===== src/rtl/ic1337_driver.sv =====
// ic1337_driver: queues A/Q/Z test vectors, applies each to an ic1337 and checks its sampled response
module ic1337_driver #(
  parameter int DEPTH = 4,
  parameter int CW    = 8
) (
  input  logic          clk,
  input  logic          rst,
  input  logic [2:0]    vec_in,
  input  logic [2:0]    exp_in,
  input  logic          vec_valid,
  output logic          vec_ready,
  output logic          A0,
  output logic          A1,
  output logic          A2,
  input  logic          Q0,
  input  logic          Q1,
  input  logic          Z,
  output logic          res_valid,
  output logic          res_pass,
  output logic [2:0]    res_got,
  output logic [CW-1:0] pass_count,
  output logic [CW-1:0] fail_count,
  output logic          busy
);
  localparam int AW = $clog2(DEPTH);
  localparam logic [AW:0] FULL = (AW + 1)'(DEPTH);
  localparam logic [CW-1:0] CMAX = {CW{1'b1}};

  typedef enum logic [1:0] {IDLE, DRIVE, SAMPLE} state_t;

  state_t        state_q;
  logic [5:0]    mem_q [DEPTH];
  logic [AW-1:0] wr_q, rd_q;
  logic [AW:0]   cnt_q, cnt_d;
  logic [2:0]    a_q, exp_q, got;
  logic          push, pop;

  assign vec_ready  = cnt_q != FULL;
  assign push       = vec_valid && vec_ready;
  assign pop        = state_q == IDLE && cnt_q != '0;
  assign busy       = cnt_q != '0 || state_q != IDLE;
  assign {A2, A1, A0} = a_q;
  assign got        = {Q0, Q1, Z};

  // Occupancy next-state: simultaneous push and pop leave it unchanged
  always_comb begin
    cnt_d = (push && !pop) ? cnt_q + 1'b1 : (pop && !push) ? cnt_q - 1'b1 : cnt_q;
  end

  // Vector storage; contents need no reset since occupancy gates every read
  always_ff @(posedge clk) begin
    if (push) mem_q[wr_q] <= {vec_in, exp_in};
  end

  // FIFO pointers and occupancy, wrapping modulo the power-of-two depth
  always_ff @(posedge clk or posedge rst) begin
    if (rst) begin
      wr_q  <= '0;
      rd_q  <= '0;
      cnt_q <= '0;
    end else begin
      if (push) wr_q <= wr_q + 1'b1;
      if (pop) rd_q <= rd_q + 1'b1;
      cnt_q <= cnt_d;
    end
  end

  // Sequencer: pop and drive, hold A across the ic1337 capture edge, then sample and score
  always_ff @(posedge clk or posedge rst) begin
    if (rst) begin
      state_q    <= IDLE;
      a_q        <= '0;
      exp_q      <= '0;
      res_valid  <= 1'b0;
      res_pass   <= 1'b0;
      res_got    <= '0;
      pass_count <= '0;
      fail_count <= '0;
    end else begin
      res_valid <= 1'b0;
      case (state_q)
        IDLE: if (pop) begin
          a_q     <= mem_q[rd_q][5:3];
          exp_q   <= mem_q[rd_q][2:0];
          state_q <= DRIVE;
        end
        DRIVE: state_q <= SAMPLE;
        default: begin
          res_got   <= got;
          res_pass  <= got == exp_q;
          res_valid <= 1'b1;
          if (got == exp_q && pass_count != CMAX) pass_count <= pass_count + 1'b1;
          if (got != exp_q && fail_count != CMAX) fail_count <= fail_count + 1'b1;
          state_q   <= IDLE;
        end
      endcase
    end
  end
endmodule


===== config.mk =====
export PLATFORM = sky130hd
export DESIGN_NAME = ic1337_driver
export DESIGN_NICKNAME = d
export VERILOG_FILES = /design/src/rtl/ic1337_driver.sv
export SDC_FILE = /design/constraint.sdc
export NUM_CORES = 1
export LEC_CHECK = 0
export ABC_AREA = 1
export CORE_MARGIN = 4
export CORE_UTILIZATION = 42
export DETAILED_ROUTE_END_ITERATION = 7
export SKIP_LAST_GASP = 1
export SLEW_MARGIN = 10
export SYNTH_ARGS = -nofsm -noshare
export SYNTH_HDL_FRONTEND = slang
export SYNTH_SLANG_ARGS = --single-unit

===== constraint.sdc =====
create_clock -name clk -period 2 [get_ports clk]
set_clock_uncertainty 0.15 [all_clocks]
set_input_delay 0.5 -clock clk [delete_from_list [all_inputs] [get_ports clk]]
set_output_delay 0.5 -clock clk [all_outputs]
set_load 0.05 [all_outputs]

==> After elaboration in Yosys (flattened, before gate mapping) <==
Memories as Yosys holds them, arrays and structs flattened. A register that Yosys moved wholly into a read port is not among the register bits.
Cells that the tools add are included.
{ "word_totals": {"elab_cells": 48, "mem_count": 1, "output_inout_bits": 26, "ramBits": 24, "inputBits": 12, "reg_bits": 30} }
{ "memory_table": {"columns": ["memory", "words", "word_bits", "rd", "rd_clocked_by_memory_dff", "wr", "line", "source"], "rows": [
  ["mem_q", 4, 6, 1, 1, 1, "32", "logic [5:0] mem_q [DEPTH];"]
]} }
{ "op_classes": {"reduce_logical": 17, "muxes": 7, "n_eq_ne": 7, "bitwise": 1, "n_addsub": 6} }
{ "ops": {"columns": ["op", "n"], "rows": [
  ["$add 8x1->8 const B", 2],
  ["$ne 8x8->1 const B", 2],
  ["$logic_and 1x1->1", 6],
  ["$mux 3", 2],
  ["$reduce_and 2->1", 3],
  ["$add 2x1->2 const B", 2],
  ["$pmux 2 s2", 1],
  ["$reduce_bool 2->1", 2],
  ["$add 3x1->3 const B", 1],
  ["$eq 3x3->1", 1],
  ["$mux 1", 3],
  ["$ne 3x3->1", 1],
  ["$ne 3x3->1 const B", 1],
  ["$reduce_bool 3->1", 1],
  ["$sub 3x1->3 const B", 1],
  ["$eq 2x1->1 const B", 1],
  ["$logic_not 1->1", 2],
  ["$logic_not 2->1", 1],
  ["$mux 2", 1],
  ["$ne 2x2->1 const B", 1],
  ["$reduce_or 2->1", 1],
  ["$logic_or 1x1->1", 1],
  ["$not 1->1", 1]
]} }

==> Depth between registers and ports, before layout <==
Gate-level depths: netlist of run 1.
{ "logic_depth": {"ltp_word": 6, "mapped_depth": 11, "ltp_nobuf": 11} }

==> Worst setup path after synthesis of run 1 <==
OpenSTA, ideal clock, no wires.
{ "synth_path": {"path_type": "flip-flop to flip-flop", "startpoint": "reg cnt_q[0]", "endpoint": "reg cnt_q[1]", "path_stages_with_launch": 10, "path_slack_ps": -403, "setup_ps": 125, "arrival_ps": 2128, "period_less_slack_ps": 2403, "t_required_ps": 1725, "n_path_buf": 0, "path_cell_list": "dfrtp_1 -> inv_1 -> nand3_1 -> nand2_1 -> inv_1 -> ha_1 -> inv_1 -> fa_1 -> nor2_1 -> a21oi_1"} }
{ "synth_between": {"word_cells_on_any_way": 13, "classes_between": "add/sub: 2; eq/ne: 1; mux: 2; reduce/logical: 8"} }
{ "synth_rtl": {"columns": ["element", "line", "source"], "rows": [
  ["start, declared", "34", "logic [AW:0] cnt_q, cnt_d;"],
  ["start signal, assigned", "64", "cnt_q <= cnt_d;"],
  ["$ne 3x3->1", "38", "assign vec_ready = cnt_q != FULL;"],
  ["named net vec_ready", "11", "output logic vec_ready,"],
  ["$logic_and 1x1->1", "39", "assign push = vec_valid && vec_ready;"],
  ["named net push", "36", "logic push, pop;"],
  ["$logic_and 1x1->1", "47", "cnt_d = (push && !pop) ? cnt_q + 1'b1 : (pop && !push) ? cnt_q - 1'b1 : cnt_q;"],
  ["$mux 3", "47", null],
  ["named net cnt_d[1]", "34", null]
]} }
The timed path passes the listed nets, and every way through them passes these cells. The select of a mux whose other input is x is not followed.
A chain may end at the register's enable or synchronous reset.

==> Final worst setup path of run 1 <==
{ "layout_path": {"startpoint": "reg state_q[0]", "endpoint": "out busy"} }
{ "layout_between": {"elab_chain_len": 2} }
{ "layout_rtl": {"columns": ["element", "line", "source"], "rows": [
  ["start, declared", "31", "state_t state_q;"],
  ["start signal, assigned", "71", "state_q <= IDLE;"],
  ["start signal, assigned", "85", "state_q <= DRIVE;"],
  ["start signal, assigned", "87", "DRIVE: state_q <= SAMPLE;"],
  ["$reduce_bool 2->1", "41", "assign busy = cnt_q != '0 || state_q != IDLE;"],
  ["$logic_or 1x1->1", "41", null],
  ["end, declared", "23", "output logic busy"]
]} }
Every way passes these cells.

==> impl_metrics.tcl, run 1 <==
set metrics [dict create \
    port_buffers 37 \
    routed_wl_um 5410 \
    drtIter0Drc 102 \
    crit_path_start "state_q[0]" \
    timing.critical_path.required_ns 1.35 \
    global_router_s_overall_resource_usage_pct 14.5 \
    critical_path.startpoint_type "register" \
    hpwl_after_detailed_placement_um 3850 \
    gpl_congestion 0.796 \
    hp-class "input port to async pin" \
    antenna_violations_before_repair 0 \
    wl_per_cell_um 12.2 \
    critical_path.max_fanout 2 \
    synth.ff_latch_count 60 \
    numPlacedInstances 428 \
    drv_slew 0 \
    clock_tree.htree_level_count 3 \
    floorplan.core_area_um2 6490 \
    first_global_vias 1978 \
    portion_of_synthesized_cell_area_occupied_by_the_leading_cell_type_pct 31.5 \
    route.vias.total 2114 \
    syn_inst_count 309 \
    critPathBufInv 1 \
    insertion_delay_to_the_later_sink_of_the_worst_skew_pair_ns 0.34 \
    dieHeight_um 90.5 \
    overflow 0 \
    tritoncts "done" \
    worstPathCellList "nor2_1, nand4_1, buf_12" \
    cts_inserted_buffers 9 \
    rows 29 \
    first_pass_grt_wire_length_um 9370 \
    netlist_area_um2 2860 \
    slew-limit-headroom_pct 76.2 \
    area_growth_pct 25.4 \
    clk_transition_reported_paths_ns 0.07 \
    timing.critical_path.max_delay_family "flip-flops" \
    clock_path_buffers 2 \
    vias_per_cell 4.76 \
    ctsRootBufferMaster "sky130_fd_sc_hd__clkbuf_8" \
    cap_violations 0 \
    timing.final.crit_share_pct 94.4 \
    die_x_um 90.5 \
    timing.rr.end "cnt_q[2]" \
    highest_cell_delay_on_the_worst_timing_path_ns 0.38 \
    reported_leakage_power_nw 1.65 \
    path_length_in_cells_of_the_critical_path 3 \
    crit_path_end_kind "primary output" \
    vdd_ir_drop_max_uv 591 \
    worstSetupPathType "register to primary output" \
    synth-seq-area-share_pct 56.7 \
    power_density_nw_per_um2 1460 \
    maxClockFrequency_ghz 0.530 \
    unrepaired_setup_endpoints_after_global_routing "no" \
    layout_min_cycle_time_ns 1.89 \
    worst_path_arrival_time_ns 1.24 \
    floorplan.die_area_um2 8190 \
    drt.antenna.violating_nets 0 \
    layout-drive-gt1-share_pct 21.3 \
    top_cell_type_by_total_area_after_synthesis "sky130_fd_sc_hd__dfrtp_1" \
    synthDistinctLibCells 27 \
    final_cell_mix "75 x sky130_fd_sc_hd__nand2_1, 40 x sky130_fd_sc_hd__nor2_1, 35 x sky130_fd_sc_hd__dfrtp_1, 31 x sky130_fd_sc_hd__buf_4, 30 x sky130_fd_sc_hd__inv_1" \
    power_mw 5.22 \
    tritoncts_num_sinks 60 \
    initial_core_util_pct 44.0 \
    final_hold_viol_count 0 \
    endpoint_of_the_worst_setup_timing_path "busy" \
    detail_route.first_pass.iterations 4 \
    crit_slowest_cell "sky130_fd_sc_hd__dfrtp_1" \
    layout.nets 382 \
    detail_route.drc_violations 0 \
    nets_in_the_synthesized_netlist 329 \
    layout_commonest_cell "sky130_fd_sc_hd__nand2_1" \
    outcome "completed" \
    fin_worst_hold_slack_ns 0.346 \
    layoutNonFillerInstCount 444 \
    grt_max_degree 37 \
    ys.warnings.count 0 \
    boundaryPins 38 \
    post-cts-setup-buffer-count 0 \
    worst-r2r-setup-slack_ns 0.19 \
    final.fill_count 593 \
    timing_worst_slew_pin_value_ns 0.357 \
    setup_violations 0 \
    rr_startpoint "cnt_q[1]" \
    insertedDiodeCount 0 \
    ys_top_cells_by_area "sky130_fd_sc_hd__dfrtp_1 32%, sky130_fd_sc_hd__edfxtp_1 25%, sky130_fd_sc_hd__nand2_1 10%" \
    synth_area_per_cell_um2 9.25 \
    reg2regPathDepth 11 \
]
-- how the worst min path moves through the flow --
stage / depth (start not counted) / endpoint / slack (ns)
after global placement: 2 / state_q[1] / 0.32
after global routing: 2 / state_q[1] / 0.37
after detailed placement: 2 / state_q[1] / 0.34
after CTS: 3 / a_q[1] / 0.35
after floorplan: 2 / state_q[1] / 0.31
final: 3 / pass_count[0] / 0.35
-- cell usage after synthesis --
cell type                   n
sky130_fd_sc_hd__nor2_2     4
sky130_fd_sc_hd__o22ai_1    3
sky130_fd_sc_hd__nand3b_1   1
sky130_fd_sc_hd__nand4_2    1
sky130_fd_sc_hd__inv_1     32
sky130_fd_sc_hd__a21oi_1    1
sky130_fd_sc_hd__xor2_1     6
sky130_fd_sc_hd__fa_1       1
sky130_fd_sc_hd__o21ai_0   18
sky130_fd_sc_hd__nand2_2    4
sky130_fd_sc_hd__edfxtp_1  24
sky130_fd_sc_hd__o21ai_1    4
sky130_fd_sc_hd__nor2_4     1
sky130_fd_sc_hd__nand2_1   76
sky130_fd_sc_hd__clkbuf_1   1
sky130_fd_sc_hd__ha_1       7
sky130_fd_sc_hd__dfrtp_1   36
sky130_fd_sc_hd__nand3_2    2
sky130_fd_sc_hd__buf_2      3
sky130_fd_sc_hd__nand4_1   10
sky130_fd_sc_hd__nor2_1    40
sky130_fd_sc_hd__a31oi_1    3
sky130_fd_sc_hd__inv_2      6
sky130_fd_sc_hd__xnor2_1    2
sky130_fd_sc_hd__buf_6      4
sky130_fd_sc_hd__nor3_2     1
sky130_fd_sc_hd__nand3_1   18
-- flip-flops by register name, summed over array words and instances (netlist names) --
signal and flops:
wr_q 2, a_q 3, pass_count 8, fail_count 8, rd_q 2, exp_q 3
cnt_q 3, mem_q 24, res_valid 1, res_pass 1, state_q 2, res_got 3
-- metrics by stage --
| stage | cell area (µm²) | utilization [%] | setup slack (ns) | TNS [ns] |
|---|---|---|---|---|
| 2_1_floorplan | 2880 | - | 0.0114 | 0 |
| 6_report | 3580 | 55.2 | 0.113 | 0 |
| 3_3_place_gp | 3410 | 52.6 | -0.250 | -0.712 |
| 4_1_cts | 3580 | 55.1 | 0.0657 | 0 |
| 3_5_place_dp | 3410 | 52.6 | -0.283 | -0.709 |
| 5_1_grt | 3580 | 55.2 | 0.0345 | 0 |
-- worst min-delay path, cell delays in order --
cell and delay (ns):
sky130_fd_sc_hd__clkdlybuf4s50_1 0.39, sky130_fd_sc_hd__inv_1 0.09, sky130_fd_sc_hd__buf_12 0.22
-- metal layers --
layer	vias to the layer above	wire length, µm	global-route usage (%)
met5	-	0	0
met4	0	62	4.59
met3	5	299	6.75
met2	41	2560	22.7
met1	964	2490	17.6
li1	1104	-	-
-- layout make-up --
| class | count | area [µm²] | share of cell area, % |
|---|---|---|---|
| multi-input combinational | 203 | 1050 | 29.3 |
| timing repair buffer | 50 | 505 | 14.1 |
| tap | 77 | 96.3 | 2.69 |
| clock buffer | 9 | 124 | 3.46 |
| sequential | 60 | 1620 | 45.3 |
| inverter | 38 | 143 | 3.98 |
| clock inverter | 7 | 43.8 | 1.22 |
-- logic make-up (layout without fill, tap and decap cells) --
family                   count (synthesis)  count (layout)  share of synthesized area, %
flip-flops                              60              60                          56.7
AND/OR/NAND/NOR                        158             158                          24.5
XOR/XNOR                                 8               8                          2.45
buffers and inverters                   46             104                          7.22
adder cells (fa/ha/maj)                  8               8                          3.77
AO/OA/AOI/OAI                           29              29                          5.34
-- where the power goes --
part / total (mW) / internal [mW] / leakage (nW) / switching (mW)
clock network: 0.914 / 0.438 / 0.0747 / 0.476
registers: 1.96 / 1.67 / 0.674 / 0.284
logic: 2.35 / 0.863 / 0.901 / 1.49
total: 5.22 / 2.97 / 1.65 / 2.25
-- what timing repair did --
action | 4_1_cts | 5_1_grt
gates resized for setup | 0 | 4
setup endpoints to repair | 0 | 2
hold buffers | 0 | 0
Note: power is estimated with default switching activity, not from simulation.
==> inputs of run 2 (changes only) <==
--- a/config.mk
+++ b/config.mk
@@ -9,6 +9,7 @@
 export CORE_MARGIN = 4
 export CORE_UTILIZATION = 42
 export DETAILED_ROUTE_END_ITERATION = 7
+export GPL_ROUTABILITY_DRIVEN = 0
 export SKIP_LAST_GASP = 1
 export SLEW_MARGIN = 10
 export SYNTH_ARGS = -nofsm -noshare
==> results of run 2 <==
The final DEF is identical to that of run 1; final timing and power are the same.
==> inputs of run 3 (changes only) <==
--- a/config.mk
+++ b/config.mk
@@ -10,6 +10,7 @@
 export CORE_UTILIZATION = 42
 export DETAILED_ROUTE_END_ITERATION = 7
 export GPL_ROUTABILITY_DRIVEN = 0
+export PLACE_DENSITY = 0.66
 export SKIP_LAST_GASP = 1
 export SLEW_MARGIN = 10
 export SYNTH_ARGS = -nofsm -noshare
==> constraint.sdc (replaced) <==
create_clock -name clk -period 1.65 [get_ports clk]
set_clock_uncertainty 0.15 [all_clocks]
set_input_delay 0.4125 -clock clk [delete_from_list [all_inputs] [get_ports clk]]
set_output_delay 0.4125 -clock clk [all_outputs]
set_load 0.05 [all_outputs]
==> run 3 against run 2 <==
Net effect:
- total power rose by 48%
- critical path type unchanged
- register-to-register slack lost 0.32 ns
- non-clock buffer count up 18
- utilization grew 8.1 points
- sequential cell count unchanged
- clock power up 78%
- the run now ends with setup timing left
- cell area up 15%
- sequential share of layout area is 5.7 points lower
- hold slack got worse by 0.078 ns
- wire length is 8.8% higher
==> impl_metrics.tcl, run 3 (synthesis gave the netlist of run 1 again) <==
set metrics [dict create \
    setup_violations 4 \
    insertedDiodeCount 0 \
    slew-limit-headroom_pct 77.6 \
    largest_register_ff_count 24 \
    insertion_delay_to_the_later_sink_of_the_worst_skew_pair_ns 0.34 \
    final_hold_viol_count 0 \
    drt.antenna.violating_nets 0 \
    floorplan.die_area_um2 8190 \
    outcome "complete, but fails checks" \
    dieHeight_um 90.5 \
    maxClockFrequency_ghz 0.540 \
    port_buffers 37 \
    routed_wl_um 5890 \
    failed_checks "setup timing" \
    overflow 0 \
    worst-r2r-setup-slack_ns -0.13 \
    boundaryPins 38 \
    postLayoutSetupSlackWorst_ns -0.202 \
    dr_wl_met2_um 3050 \
    ctsRootBufferMaster "sky130_fd_sc_hd__clkbuf_8" \
    route.vias.total 2239 \
    rr_startpoint "cnt_q[1]" \
    critical_path.startpoint_type "register" \
    largestRegisters "mem_q (24), fail_count (8), pass_count (8)" \
    layout.nets 401 \
    wl_per_cell_um 12.7 \
    crit_path_end_kind "primary output" \
    cts_inserted_buffers 9 \
    timing.critical_path.required_ns 1.09 \
    met3RoutedLength_um 224 \
    area_growth_pct 43.8 \
    route.layer.met1.wl_um 2570 \
    crit_path_start "state_q[1]" \
    tritoncts_num_sinks 60 \
    worstSetupPathType "register to primary output" \
    numPlacedInstances 441 \
    first_global_vias 2261 \
    drtIter0Drc 111 \
    detail_route.drc_violations 0 \
    layout_commonest_cell "sky130_fd_sc_hd__nand2_1" \
    global_router_s_overall_resource_usage_pct 15.6 \
    final_cell_mix "74 x sky130_fd_sc_hd__nand2_1, 38 x sky130_fd_sc_hd__nor2_1, 31 x sky130_fd_sc_hd__dfrtp_1, 28 x sky130_fd_sc_hd__buf_4, 28 x sky130_fd_sc_hd__buf_12" \
    unrepaired_setup_endpoints_after_global_routing "yes" \
    vias_per_cell 4.84 \
    detailed_place.area_um2 3760 \
    worst_path_arrival_time_ns 1.29 \
    rows 29 \
    clk_transition_reported_paths_ns 0.07 \
    timing.rr.end "cnt_q[2]" \
    max_flop_register "mem_q" \
    reported_leakage_power_nw 1.85 \
    hpwl_after_detailed_placement_um 4140 \
    routed.top_layer "met4" \
    antenna_violations_before_repair 0 \
    critPathBufInv 2 \
    clock_tree.htree_level_count 3 \
    fin_area_um2 4110 \
    tritoncts "done" \
    timing_worst_slew_pin_value_ns 0.335 \
    grt_max_degree 37 \
    cts-hold-fix-buffers 0 \
    hp-class "input port to async pin" \
    timing.critical_path.max_delay_family "flip-flops" \
    drv_slew 0 \
    crit_slowest_cell "sky130_fd_sc_hd__dfrtp_1" \
    critical_path.max_fanout 2 \
    timing.final.crit_share_pct 112 \
    layout_min_cycle_time_ns 1.85 \
    layout-drive-gt1-share_pct 28.5 \
    final.fill_count 514 \
    initial_core_util_pct 44.0 \
    worstPathCellList "nor2_2, buf_4, nand4_1, buf_12" \
    die_x_um 90.5 \
    highest_cell_delay_on_the_worst_timing_path_ns 0.39 \
    cap_violations 0 \
    detail_route.first_pass.iterations 6 \
    clock_path_buffers 2 \
    vdd_ir_drop_max_uv 1010 \
    reg2regPathDepth 10 \
    power_density_nw_per_um2 1880 \
    first_pass_grt_wire_length_um 10400 \
    floorplan.core_area_um2 6490 \
    layoutNonFillerInstCount 463 \
]
==> run 3: cell types whose count changed in the layout (fill, tap and decap cells not counted), sizes merged <==
cell           previous run  this run
clkinvlp                  4         1
clkdlybuf4s50            10         9
bufinv                    0         3
dlymetal6s2s              1         2
clkinv                    3         2
buf                      39        57
inv                      38        40
==> run 3: worst max path at each step <==
stage          endpoint  slack, ns  cells past startpoint
2_1_floorplan  cnt_q[1]      -0.27                      9
6_report           busy      -0.20                      4
3_5_place_dp   cnt_q[2]      -0.52                     10
3_3_place_gp   cnt_q[2]      -0.48                     10
5_1_grt            busy      -0.28                      4
4_1_cts            busy      -0.23                      4
==> run 3: repair_timing <==
action | CTS | global route
pin swaps | 3 | 3
cloned | 0 | 1
setup endpoints to repair | 4 | 24
resized for setup | 5 | 11
setup buffers | 4 | 2
==> run 3: report_power, final <==
group          leakage (nW)  total (mW)  internal, mW  switching, mW
Sequential            0.668        2.41          2.03          0.375
Combinational          1.06        3.71          1.68           2.03
Clock                 0.120        1.63          1.01          0.613
Total                  1.85        7.74          4.72           3.02
==> run 3: layer usage <==
metal  vias up  track usage, %
met4         0            3.19
met1      1039            18.5
met5         -               0
li1       1149               -
met2        47            27.4
met3         4            5.42
==> run 3: final cells by class <==
cell class	count	area (µm²)	share of cell area, %
Sequential cell	60	1630	39.6
Multi-Input combinational cell	203	1080	26.3
Timing Repair Buffer	68	897	21.8
Inverter	38	153	3.71
Clock buffer	9	124	3.01
Clock inverter	7	124	3.01
Tap cell	77	96.3	2.34
Timing Repair inverter	1	6.26	0.152
==> run 3: metrics by stage <==
stage	TNS (ns)	util, %	power (mW)	worst slack (ns)	hold slack, ns
final	-0.534	63.3	7.74	-0.202	0.268
after global routing	-0.850	63.3	8.25	-0.276	0.273
after CTS	-0.567	62.4	7.69	-0.230	0.262
after detailed placement	-10.54	57.8	5.93	-0.524	0.336
after global placement	-9.12	57.8	5.83	-0.485	0.320
after floorplan	-0.539	-	4.39	-0.275	0.308
==> run 3: worst reg2reg max path: cells and delay by family, from the launching register on <==
family | cells | cell delay [ns]
fa+ha+maj | 2 | 0.46
flops | 1 | 0.39
xor+xnor | 1 | 0.14
buf+inv | 2 | 0.13
simple gates | 5 | 0.43
